`src/rtl/uart_tx_frame_ser.sv`:
```
// UART transmit framer/serializer: start bit, DATA_W data bits, optional parity, STOP_BITS stop bits.
// Optional parity bit is enabled by defining the macro UART_TX_PARITY_EN.
`timescale 1ns/1ps
module uart_tx_frame_ser #(
    parameter int DATA_W       = 8,
    parameter int CLKS_PER_BIT = 5208,
    parameter int STOP_BITS    = 1,
    parameter int LSB_FIRST    = 1,
    parameter int PARITY_ODD   = 0
) (
    input  logic              clk,
    input  logic              rst,
    input  logic [DATA_W-1:0] p_data,
    input  logic              data_valid,
    output logic              ready,
    output logic              tx_out,
    output logic              busy,
    output logic              ser_done
);

    localparam int CNT_W = $clog2(CLKS_PER_BIT);
    localparam int IDX_W = (DATA_W > 1) ? $clog2(DATA_W) : 1;
    localparam logic [CNT_W-1:0] CNT_LAST = CNT_W'(CLKS_PER_BIT - 1);
    localparam logic [CNT_W-1:0] CNT_TAIL = CNT_W'(CLKS_PER_BIT - 2);
    localparam logic [IDX_W-1:0] IDX_LAST = IDX_W'(DATA_W - 1);
    localparam bit LSB = (LSB_FIRST != 0);

    generate
        if (DATA_W < 1 || DATA_W > 16) begin : g_bad_data_w
            $error("DATA_W must be 1..16");
        end
        if (CLKS_PER_BIT < 2) begin : g_bad_clks
            $error("CLKS_PER_BIT must be >= 2");
        end
        if (STOP_BITS != 1 && STOP_BITS != 2) begin : g_bad_stop
            $error("STOP_BITS must be 1 or 2");
        end
        if (PARITY_ODD != 0 && PARITY_ODD != 1) begin : g_bad_parity
            $error("PARITY_ODD must be 0 or 1");
        end
    endgenerate

    typedef enum logic [2:0] {
        ST_IDLE,
        ST_START,
        ST_DATA,
`ifdef UART_TX_PARITY_EN
        ST_PARITY,
`endif
        ST_STOP
    } state_t;

    state_t            state_reg, state_next;
    logic [CNT_W-1:0]  cnt_reg, cnt_next;
    logic [IDX_W-1:0]  idx_reg, idx_next;
    logic              stop_idx_reg, stop_idx_next;
    logic [DATA_W-1:0] shift_reg, shift_next;
    logic              tx_reg, tx_next;
    logic              done_reg, done_next;
`ifdef UART_TX_PARITY_EN
    logic              parity_reg, parity_next;
`endif

    logic              bit_end;
    logic              stop_last;
    logic              next_bit;
    logic [DATA_W-1:0] shifted;

    always_ff @(posedge clk or negedge rst) begin
        if (!rst) begin
            state_reg    <= ST_IDLE;
            cnt_reg      <= '0;
            idx_reg      <= '0;
            stop_idx_reg <= 1'b0;
            shift_reg    <= '0;
            tx_reg       <= 1'b1;
            done_reg     <= 1'b0;
`ifdef UART_TX_PARITY_EN
            parity_reg   <= 1'b0;
`endif
        end else begin
            state_reg    <= state_next;
            cnt_reg      <= cnt_next;
            idx_reg      <= idx_next;
            stop_idx_reg <= stop_idx_next;
            shift_reg    <= shift_next;
            tx_reg       <= tx_next;
            done_reg     <= done_next;
`ifdef UART_TX_PARITY_EN
            parity_reg   <= parity_next;
`endif
        end
    end

    always_comb begin
        state_next    = state_reg;
        cnt_next      = cnt_reg + CNT_W'(1);
        idx_next      = idx_reg;
        stop_idx_next = stop_idx_reg;
        shift_next    = shift_reg;
        tx_next       = tx_reg;
        done_next     = 1'b0;
`ifdef UART_TX_PARITY_EN
        parity_next   = parity_reg;
`endif
        bit_end   = (cnt_reg == CNT_LAST);
        stop_last = (STOP_BITS == 1) || stop_idx_reg;
        next_bit  = LSB ? shift_reg[0] : shift_reg[DATA_W-1];
        shifted   = LSB ? (shift_reg >> 1) : (shift_reg << 1);

        case (state_reg)
            ST_IDLE: begin
                cnt_next = '0;
                tx_next  = 1'b1;
                if (data_valid) begin
                    shift_next = p_data;
`ifdef UART_TX_PARITY_EN
                    parity_next = (^p_data) ^ 1'(PARITY_ODD);
`endif
                    tx_next    = 1'b0;
                    state_next = ST_START;
                end
            end
            ST_START: begin
                if (bit_end) begin
                    cnt_next   = '0;
                    idx_next   = '0;
                    tx_next    = next_bit;
                    shift_next = shifted;
                    state_next = ST_DATA;
                end
            end
            ST_DATA: begin
                if (bit_end) begin
                    cnt_next = '0;
                    if (idx_reg == IDX_LAST) begin
`ifdef UART_TX_PARITY_EN
                        tx_next    = parity_reg;
                        state_next = ST_PARITY;
`else
                        tx_next       = 1'b1;
                        stop_idx_next = 1'b0;
                        state_next    = ST_STOP;
`endif
                    end else begin
                        idx_next   = idx_reg + IDX_W'(1);
                        tx_next    = next_bit;
                        shift_next = shifted;
                    end
                end
            end
`ifdef UART_TX_PARITY_EN
            ST_PARITY: begin
                if (bit_end) begin
                    cnt_next      = '0;
                    tx_next       = 1'b1;
                    stop_idx_next = 1'b0;
                    state_next    = ST_STOP;
                end
            end
`endif
            ST_STOP: begin
                // The IDLE cycle is the final clock of the last stop bit, so a word
                // accepted there starts its start bit with no extra idle time.
                if (stop_last && cnt_reg == CNT_TAIL) begin
                    cnt_next   = '0;
                    done_next  = 1'b1;
                    state_next = ST_IDLE;
                end else if (bit_end) begin
                    cnt_next      = '0;
                    stop_idx_next = 1'b1;
                end
            end
            default: begin
                cnt_next   = '0;
                tx_next    = 1'b1;
                state_next = ST_IDLE;
            end
        endcase
    end

    assign ready    = (state_reg == ST_IDLE);
    assign busy     = ~ready;
    assign tx_out   = tx_reg;
    assign ser_done = done_reg;

endmodule

```
`config.mk`:
```
export PLATFORM = sky130hd
export DESIGN_NAME = uart_tx_frame_ser
export DESIGN_NICKNAME = d
export VERILOG_FILES = /design/src/rtl/uart_tx_frame_ser.sv
export SDC_FILE = /design/constraint.sdc
export NUM_CORES = 1
export LEC_CHECK = 0
export ABC_AREA = 0
export BUFFER_PORTS_ARGS = -buffer_cell sky130_fd_sc_hd__buf_2
export CORE_ASPECT_RATIO = 2
export CORE_UTILIZATION = 52
export DETAILED_ROUTE_END_ITERATION = 16
export GPL_ROUTABILITY_DRIVEN = 0
export PLACE_DENSITY = 0.76
export REMOVE_ABC_BUFFERS = 1
export SLEW_MARGIN = 20
export SYNTH_ARGS = -nofsm -noshare
export SYNTH_HDL_FRONTEND = slang
export SYNTH_SLANG_ARGS = --single-unit
```
`constraint.sdc`:
```
create_clock -name clk -period 1.8 [get_ports clk]
set_input_delay 0.18 -clock clk [delete_from_list [all_inputs] [get_ports clk]]
set_output_delay 0.18 -clock clk [all_outputs]
set_load 0.01 [all_outputs]
```
==> flow_metrics.env <==
export IMPL_status="finished with violations"
export IMPL_violations="negative setup slack"
export IMPL_dieArea_um2=3160
export IMPL_cts_tree="yes"
export IMPL_core_area_um2=2770
export IMPL_crit_path_start_kind="flop"
export IMPL_cp_data_required_time_ns=1.97
export IMPL_stdcell_area_um2=1930
export IMPL_dr_wl_met2_mm=1.84
export IMPL_synth_top_cells_by_count="dfrtp_1, nor2_1, nand2_1"
export IMPL_via_per_inst=5.49
export IMPL_layout_min_cycle_time_ns=1.85
export IMPL_start_util_pct=54.9
export IMPL_largest_register_ffs=13
export IMPL_antenna_found_initial=0
export IMPL_yosysMostFrequentCell="dfrtp_1"
export IMPL_wl_mm=3.26
export IMPL_crit_end="state_reg[1]"
export IMPL_synth_area_leaders="dfrtp_1, ha_1, mux2i_1, nor2_1, nand2_1"
export IMPL_path_max_fanout=3
export IMPL_firstDrtPassIters=4
export IMPL_fin_ws_ns=-0.0514
export IMPL_die_width_um=40.2
export IMPL_finalClockSkew_ns=0.00393
export IMPL_p_per_area_nw_per_um2=543
export IMPL_r2r_start="cnt_reg[9]"
export IMPL_hold_class="input port to flop"
export IMPL_dr_first_iter_drc_count=31
export IMPL_ant_nets=0
export IMPL_grt_max_degree=29
export IMPL_yosysWarnings=0
export IMPL_leakagePower_nw=0.969
export IMPL_synth_edf_count=0
export IMPL_hold_viol_final=0
export IMPL_fill_cells=215
export IMPL_ys_ff_latch=28
export IMPL_wl_met1_mm=1.28
export IMPL_synth_top_cell_by_area="dfrtp_1"
export IMPL_clkSinkCount=28
export IMPL_post_drt_wl_per_cell_um=15.1
export IMPL_io_pins=15
export IMPL_cts_inserted_buffers=3
export IMPL_synth_distinct_cells=35
export IMPL_postSynthCellCount=150
export IMPL_async_flop_share_pct=100
export IMPL_criticalPathCategory="flop to flop"
export IMPL_regToRegSetupSlack_ns=-0.05
export IMPL_rsz0062_at_grt="yes"
export IMPL_hold_depth=3
export IMPL_fp_row_count=27
export IMPL_vias=1185
export IMPL_drc=0
export IMPL_placed_area_um2=1730
export IMPL_drv_cap=0
export IMPL_die_h_um=78.5
export IMPL_route_met3_wl_um=77
export IMPL_cp_arrival_ns=2.02
export IMPL_grt_pass1_wl_mm=5.38
export IMPL_ys_seq_area_share_pct=46.2
export IMPL_final_util_pct=69.6
export IMPL_worst_pin_slew_ns=0.633
export IMPL_fmax_mhz=540
export IMPL_synthFlopType="dfrtp_1"
export IMPL_nets=209
export IMPL_clock_latency_ns=0.28
export IMPL_clock_tree_root_cell="clkbuf_8"
export IMPL_worstRegToRegCells=5
export IMPL_highest_layer="met4"
export IMPL_drive_above_1_share_pct=31.6
export IMPL_setup_viol_count_final=1
export IMPL_grt_usage_pct=24.4
export IMPL_clk_path_buf_depth=2
export IMPL_vdd_drop_max_mv=0.630
export IMPL_syn2layout_area_growth_pct=26.8
export IMPL_synth_area_um2=1520
export IMPL_htree_levels=1
export IMPL_place_hpwl_mm=2.23
export IMPL_grt_ovfl_total=0
export IMPL_cts_clk_slew_worst_paths_ns=0.09
export IMPL_io_buffers=14
export IMPL_crit_start="cnt_reg[9]"
export IMPL_num_antenna_cells=0
export IMPL_critical_path_endpoint_type="flop"
export IMPL_period_share_pct=103
export IMPL_grt_pass1_vias=1263
export IMPL_slew_headroom_pct=57.8
export IMPL_r2r_end="state_reg[1]"
export IMPL_synth_top_area_share_pct=44.4
export IMPL_drv_slew=0
export IMPL_syn_avg_cell_area_um2=10.1
## through the flow
stage,cells,setup slack [ns],hold slack (ns),TNS [ns],total power [mW]
4_1_cts,213,-0.0339,0.134,-0.0339,1.05
2_1_floorplan,146,-0.136,-0.116,-2.82,0.642
3_5_place_dp,205,-0.142,0.225,-0.714,0.664
3_3_place_gp,205,-0.0936,0.218,-0.700,0.663
6_report,216,-0.0514,0.132,-0.0514,1.05
5_1_grt,216,-0.111,0.137,-1.50,1.07
## where the power goes
group	leakage [nW]	switching, mW	internal (mW)
Clock	0.0288	0.198	0.196
Sequential	0.367	0	0.629
Combinational	0.574	0.0145	0.00957
Total	0.969	0.212	0.834
## logic make-up after synthesis
kind of cell / Yosys count / share of synthesized area [%]
DFF: 28 / 46.2
adders and majority gates: 10 / 8.23
AOI/OAI and AO/OA: 24 / 10.2
and+or+nand+nor: 56 / 19.2
buffers and inverters: 11 / 2.88
muxes: 10 / 7.00
xor gates and xnor gates: 11 / 6.34
## per-layer routing
metal	track usage (%)	vias up
li1	-	586
met1	26.9	570
met2	43.5	24
met3	3.11	5
met4	9.00	0
met5	0	-
## how the worst min path moves through the flow
stage | from | endpoint
final | p_data[7] | shift_reg[7]
after global routing | p_data[7] | shift_reg[7]
after CTS | p_data[7] | shift_reg[7]
after detailed placement | rst | cnt_reg[6]
after global placement | rst | cnt_reg[6]
after floorplan | rst | cnt_reg[0]
## area by class of cell
type	instances	area, µm²	area share (%)
Tap cell	29	36.3	1.88
Sequential cell	28	703	36.5
Timing Repair Buffer	37	256	13.3
Multi-Input combinational cell	111	851	44.1
Clock buffer	4	55.1	2.86
Inverter	7	26.3	1.36
## critical path: stages (launching register included)
cell	delay [ns]
dfrtp_1	0.39
or3b_4	0.45
nor4_4	0.19
o21ai_1	0.09
a211o_1	0.32
mux2_4	0.31
## cell usage in the layout (no fill, tap or decap), types with 3 or more instances in the layout
cell      Yosys  routed
nand2_2       0       6
buf_6         0       3
nor4_4        1       3
inv_1         7       6
nand2b_1      4       4
buf_2         2      14
o21ai_1       3      10
nand3_1       4       4
buf_4         0      19
nor2_1       19      19
and3_1        3       3
ha_1         10       9
dfrtp_1      27      26
mux2i_1       8       8
xor2_1        5       5
a22o_1        5       5
xnor2_1       6       6
nand2_1      15       9
clkbuf_8      0       4
## repair_timing
| item | in CTS | in global routing |
|---|---|---|
| hold endpoints to repair | 27 | 0 |
| gates resized for setup | 9 | 21 |
| setup endpoints to repair | 13 | 23 |
| hold buffers | 1 | 0 |
| pin swaps | 8 | 9 |
| buffers inserted | 2 | 3 |
| gates cloned | 1 | 0 |
Note: power is estimated with default switching activity, not from simulation.
